## config.mk

```make
export PLATFORM = sky130hd
export DESIGN_NAME = pc_fetch_unit
export DESIGN_NICKNAME = d
export VERILOG_FILES = /design/src/rtl/pc_fetch_unit.sv
export SDC_FILE = /design/constraint.sdc
export NUM_CORES = 1
export LEC_CHECK = 0
export ABC_AREA = 1
export ABC_CLOCK_PERIOD_IN_PS = 5700
export BUFFER_PORTS_ARGS = -buffer_cell sky130_fd_sc_hd__buf_2
export CAP_MARGIN = 20
export CORE_AREA = 2 2 139 141
export DETAILED_ROUTE_END_ITERATION = 16
export DIE_AREA = 0 0 141 143
export PLACE_DENSITY = 0.71
export REMOVE_ABC_BUFFERS = 1
export SYNTH_ARGS = -nofsm -noshare
export SYNTH_HDL_FRONTEND = slang
export SYNTH_SLANG_ARGS = --single-unit
```

## constraint.sdc

```tcl
create_clock -name clk -period 5.7 [get_ports clk]
set_input_delay 1.14 -clock clk [delete_from_list [all_inputs] [get_ports clk]]
set_output_delay 1.14 -clock clk [all_outputs]
set_load 0.1 [all_outputs]
```

## src/rtl/pc_fetch_unit.sv

```systemverilog
// pc_fetch_unit: PC, instruction register and memory data register of a multicycle MIPS datapath,
// with unified-address decode onto a text ROM and a data RAM plus a sticky illegal-access flag.
module pc_fetch_unit #(
    parameter logic [31:0] TEXT_BASE = 32'h0040_0000,
    parameter logic [31:0] DATA_BASE = 32'h1001_0000,
    parameter int          ROM_AW    = 8,
    parameter int          RAM_AW    = 8
) (
    input  logic              clk,
    input  logic              rst,
    input  logic              PCWrite,
    input  logic              Branch,
    input  logic              Zero,
    input  logic              PCSrc,
    input  logic              IorD,
    input  logic              IRWrite,
    input  logic              MemWrite,
    input  logic [31:0]       ALUResult,
    input  logic [31:0]       ALUOut,
    input  logic [31:0]       B,
    input  logic [31:0]       rom_rdata,
    input  logic [31:0]       ram_rdata,
    output logic [31:0]       PC,
    output logic [ROM_AW-1:0] rom_addr,
    output logic [RAM_AW-1:0] ram_addr,
    output logic              ram_we,
    output logic [31:0]       ram_wdata,
    output logic [31:0]       Instr,
    output logic [5:0]        Opcode,
    output logic [5:0]        Funct,
    output logic [31:0]       Data,
    output logic              addr_fault,
    output logic [31:0]       instr_count
);
    logic [31:0] pc_q, pc_d, instr_q, instr_d, data_q, data_d, count_q, count_d;
    logic        fault_q, fault_d;
    logic [31:0] adr, rdata, next_pc;
    logic [29:0] rom_w, ram_w;
    logic        rom_hit, ram_hit, misaligned, taken, pc_en;

    always_comb begin
        adr        = IorD ? ALUOut : pc_q;
        // Word offsets from each base; a region hit means no bits above the region's word index.
        rom_w      = adr[31:2] - TEXT_BASE[31:2];
        ram_w      = adr[31:2] - DATA_BASE[31:2];
        rom_hit    = adr >= TEXT_BASE && rom_w[29:ROM_AW] == '0;
        ram_hit    = adr >= DATA_BASE && ram_w[29:RAM_AW] == '0;
        misaligned = |adr[1:0];
        rdata      = rom_hit ? rom_rdata : ram_hit ? ram_rdata : 32'h0;
        taken      = 1'b0;
        if (Branch == 1'b1 && Zero == 1'b1)
            taken = 1'b1;
        pc_en      = PCWrite | taken;
        next_pc    = PCSrc ? ALUOut : ALUResult;
        pc_d       = pc_en ? {next_pc[31:2], 2'b00} : pc_q;
        instr_d    = IRWrite ? rdata : instr_q;
        data_d     = rdata;
        count_d    = count_q + {31'b0, IRWrite};
        fault_d    = fault_q
                   | (IRWrite & (~rom_hit | misaligned))
                   | (MemWrite & (~ram_hit | misaligned))
                   | (pc_en & |next_pc[1:0]);
    end

    always_ff @(posedge clk or posedge rst) begin
        if (rst) begin
            pc_q    <= TEXT_BASE;
            instr_q <= 32'h0;
            data_q  <= 32'h0;
            count_q <= 32'h0;
            fault_q <= 1'b0;
        end else begin
            pc_q    <= pc_d;
            instr_q <= instr_d;
            data_q  <= data_d;
            count_q <= count_d;
            fault_q <= fault_d;
        end
    end

    assign PC          = pc_q;
    assign rom_addr    = rom_w[ROM_AW-1:0];
    assign ram_addr    = ram_w[RAM_AW-1:0];
    assign ram_we      = MemWrite & ram_hit & ~misaligned & ~rst;
    assign ram_wdata   = B;
    assign Instr       = instr_q;
    assign Opcode      = instr_q[31:26];
    assign Funct       = instr_q[5:0];
    assign Data        = data_q;
    assign addr_fault  = fault_q;
    assign instr_count = count_q;
endmodule

```

# Word level (Yosys, flattened, before mapping)

Index checks and enable logic that the tools add are counted.

Register bits: 127
Input bits: 169
Output and inout bits: 190
Logic and storage cells: 38

Add/sub/neg operators: 3
Order comparisons: 2
Mux-type cells: 5
Bitwise logic cells: 16
Reduce and logical (&&, ||, !) cells: 7

Operator list:

| operator                                                             | count |
|---|---|
| 2-to-1 mux 32 bit                                                    | 4 |
| logical NOT 22 bit                                                   | 2 |
| adder 32 x 1 -> 32 bit                                               | 1 |
| greater-or-equal comparator 32 x 23 -> 1 bit (second input constant) | 1 |
| greater-or-equal comparator 32 x 29 -> 1 bit (second input constant) | 1 |
| subtractor 30 x 21 -> 30 bit (second input constant)                 | 1 |
| subtractor 30 x 27 -> 30 bit (second input constant)                 | 1 |
| bitwise AND 1 bit                                                    | 6 |
| bitwise OR 1 bit                                                     | 6 |
| inverter 1 bit                                                       | 4 |
| OR reduction 2 bit                                                   | 2 |
| logical AND 1 bit                                                    | 3 |
| 2-to-1 mux 1 bit                                                     | 1 |

# Longest topological paths before layout

Depth after elaboration: 10
Depth in mapped cells: 16
Depth with buffers taken out: 14

# Worst setup path before layout

No wires, ideal clock.

Path type: input to output
From: in rst
To: out ram_we
Data arrival time: 6053 ps
Data required time: 4560 ps
Path slack: -1493 ps
Stages: 3
Path buffers: 0
Cells stage by stage: inv_1 > nand2_1 > nor3_1

Longest elaborated chain between the ends: 2

RTL lines:

| element           | RTL line | source |
|---|---|---|
| start, declared   | 10       | `input logic rst,` |
| inverter 1 bit    | 84       | `assign ram_we = MemWrite & ram_hit & ~misaligned & ~rst;` |
| bitwise AND 1 bit | 84       |  |
| end, declared     | 26       | `output logic ram_we,` |

No other way between the ends.

# Final worst setup path

From: in IorD
To: out ram_we

Longest elaborated chain between the ends: 7
Elaborated cells on any way between the ends: 10
Those cells by class: 1 x add/sub; 1 x order compare; 1 x mux; 4 x bitwise; 3 x reduce/logical

RTL lines:

| element                             | RTL line | source |
|---|---|---|
| start, declared                     | 15       | `input logic IorD,` |
| 2-to-1 mux 32 bit (*)               | 42       | `adr = IorD ? ALUOut : pc_q;` |
| subtractor 30 x 27 -> 30 bit        | 45       | `ram_w = adr[31:2] - DATA_BASE[31:2];` |
| logical NOT 22 bit                  | 47       | `ram_hit = adr >= DATA_BASE && ram_w[29:RAM_AW] == '0;` |
| logical AND 1 bit                   | 47       |  |
| bitwise AND 1 bit                   | 84       |  |
| bitwise AND 1 bit (*) (2 in series) | 84       |  |

Mark *: on every way between the ends. The rest lies on a longest branch, timed or not.

==> key figures <==
Power
  • Leak pwr: 5.41 nW
  • Net Switching: 1.30 mW
  • Comb pwr share: 0.315
  • Part of the power in registers: 0.325
  • Internal power: approximately 1.8 mW
  • Clock power share: 0.360
  • Pwr/cell area: roughly 350 nW/um^2
  • Max IR drop VDD: 0.187 mV
  • Switching share of power: 0.416

Finish
  • Non-Filler Instances: approximately 1400
  • Layout fillers: approximately 1900
  • FF+latch area: 3180 um^2
  • Layout cells sized above 1: 0.350
  • # diodes: 0
  • Layout Nets: 1326
  • Multi-input logic area: ~2900 um^2
  • Post-synthesis to final-layout area growth: 24.6%

Yosys
  • XOR/XNOR Fraction of Synth Area: 0.0339
  • Cells after synthesis: 927
  • Adder-cell share of the synthesized area: 0.00346
  • Register area share after synthesis: 0.440
  • Post-synth EDFFs: 0
  • Largest family of logic cells by synthesized area: simple AND/OR/NAND/NOR gates
  • YS warnings: 0
  • Post-synthesis compound-gate area fraction: 0.0623
  • Main synth FF type: dfrtp_1
  • Top-area cell type share of the netlist area: 0.436
  • Cell variety after synth: 33
  • Simple-gate area share of the yosys netlist: 0.293
  • Flops & latches, synth: roughly 130
  • Mux share of post-synthesis cell area: 0
  • Synthesized area: between 7000 and 8000 um^2
  • Syn Area/Cell: between 7 and 8 um^2
  • Synth async-reset ratio: 1.00
  • Biggest area consumer among synthesized cells: dfrtp_1
  • Synth top area cells: dfrtp_1, nand2_1, inv_1

Timing
  • Slew Viols, Final: 0
  • Minimum clock period: 4350 ps
  • Slew headroom: 0.308
  • Hold Vio Cnt, Final: 0
  • Least-Margin Pin Slew: slightly above 1000 ps
  • Layout Skew: around 13 ps
  • Setup violators final: 0
  • Tcrit/Tclk final: 0.764
  • Final hold slack: 467 ps
  • Max Fclk: between 0.2 and 0.25 GHz
  • Unrepaired setup endpoints after global routing: no

CTS
  • Insertion delay to the later sink of the worst-skew pair: 410 ps
  • H-tree depth: 4
  • Sink Count: approximately 130
  • Clock-pin slew on the worst setup and hold paths: approximately 60 ps
  • Worst-case clock buffer depth: 2
  • Post-CTS setup buffers: 0
  • # resized after CTS: 0
  • Root Driver: clkbuf_16
  • Total CTS buffers: 17
  • CTS tree: done
  • Hold buffers post-CTS: 0

Drt
  • ANT nets after route: 0
  • Drt pass-1 iters: 5
  • Via count: ~6600
  • Top Metal Used: met5
  • DRT iter0 DRCs: 384
  • Met3 routed WL: approximately 2300 um
  • Wire per inst: around 16 um
  • DR WL met2: approximately 9500 um
  • Vias per inst: approximately 4.7
  • DRC viols: 0
  • DRT met1 WL: ~9600 um
  • Total routed wirelength: ~22000 um

Critical path
  • CP startpoint kind: input port
  • Crit-path max FO: 19
  • CP Class: in -> out
  • WP data required: 4560 ps
  • Crit path DAT: ~3200 ps
  • CP Capture Type: output port

Run
  • Max Cap Viol: 0

Global routing
  • Tot GR Track Use: 0.221
  • Initial antenna violation count: 1
  • Grt total ovfl: 0
  • Vias in the first global route: 6373
  • First-pass GRT wire length: between 30000 and 40000 um
  • Pin count of the biggest net entering global routing: 68

Floorplanning
  • Starting density of the core: 0.389
  • Die width: about 140 um
  • Die H: around 140 um
  • Die ar.: 20200 um^2
  • Core Rows: 50
  • Core Footprint: approximately 19000 um^2
  • I/O Pins: ~360

Placement
  • GP Congestion: around 0.9
  • Placed cell count: roughly 1400
  • Number of I/O port buffers: 292
  • Dpl hpwl: between 15000 and 20000 um

Status
  • Status: finished, final reports clean

Worst hold path
  • Min-delay worst type: reg -> reg
stage by stage:
step | setup WS [ps] | power, mW | utilization | area (um^2) | TNS (ps)
final | 1350 | 3.12 | 0.485 | 9000 | 0
after detailed placement | 1380 | 2.02 | 0.452 | 8400 | 0
after CTS | 1360 | 3.15 | 0.485 | 9000 | 0
after global routing | 1110 | 3.26 | 0.485 | 9000 | 0
after floorplan | -1490 | 1.80 | - | 6590 | -13130
after global placement | 1420 | 2.01 | 0.452 | 8400 | 0
sequential cells by signal, indices dropped and copies added (netlist names):
name and count:
Data 32, Instr 32, instr_count 32, PC 30
addr_fault 1
cell usage after synthesis (15+ instances only):
master    instances
nand3_1          49
nand2_1         278
or2_2            32
buf_4            61
o211ai_1         28
dfrtp_1         126
nand3_2          30
o21ai_0          40
inv_1           146
nor2_1           33
clkbuf_1         16
xor2_1           15
metal layers:
layer | global-route usage | vias up
li1 | - | 3244
met1 | 0.288 | 3026
met2 | 0.324 | 276
met3 | 0.102 | 27
met4 | 0.0684 | 4
met5 | 0.0401 | -
critical path, stage by stage:
cell and delay (ps):
buf_2 220, inv_2 280, nand2_1 90, nand2_1 170, nand2_2 90, nor2_1 130
nand2_1 70, nor2_2 110, nand3_2 80, nor2_4 130, nand2_2 80, nor3_1 140
buf_2 470
cells in the final DEF, fill, tap and decap left out, types with 6 or more instances in the layout:
cell	instances
xor2_1	15
dfrtp_1	126
nand3_1	49
buf_4	7
buf_2	292
clkbuf_16	17
o211ai_1	28
nor3_1	10
or2_2	32
inv_1	145
nand4_1	6
nand2_1	277
xnor2_1	13
nor2_1	33
nand3_2	30
o21ai_0	40
kinds of logic (layout without fill, tap and decap cells):
logic type	Yosys count	after routing
compound gates	75	75
xor+xnor	28	28
other cells	1	2
fa+ha+maj	2	2
buf+inv	240	479
simple gates	454	454
flops	127	127
power groups by stage:
stage	sequential [mW]	clock (mW)	combinational [mW]
global placement	1.03	0	0.983
floorplan	1.53	0	0.271
global route	1.02	1.20	1.04
CTS	1.01	1.15	0.989
detailed placement	1.03	0	0.988
finish	1.01	1.12	0.984
path summary, 6_finish.rpt:
path,cells after the start,slack [ps],from,endpoint
max,13,1350,IorD,ram_we
min,1,470,instr_count[31],instr_count[31]
max reg2reg,12,2900,PC[22],Instr[17]
min reg2reg,1,470,instr_count[31],instr_count[31]
max in group asynchronous,3,4050,rst,PC[18]
min in group asynchronous,2,610,rst,Data[27]
area by class of cell:
| type | instances | share of cell area |
|---|---|---|
| flip-flops and latches | 127 | 0.353 |
| multi-input cells | 561 | 0.317 |
| repair buffers | 299 | 0.168 |
| inverters | 149 | 0.0624 |
| clock buffers | 17 | 0.0472 |
| well taps | 234 | 0.0325 |
| clock inverters | 14 | 0.0201 |
No activity file was read; power rests on OpenSTA's default activity.
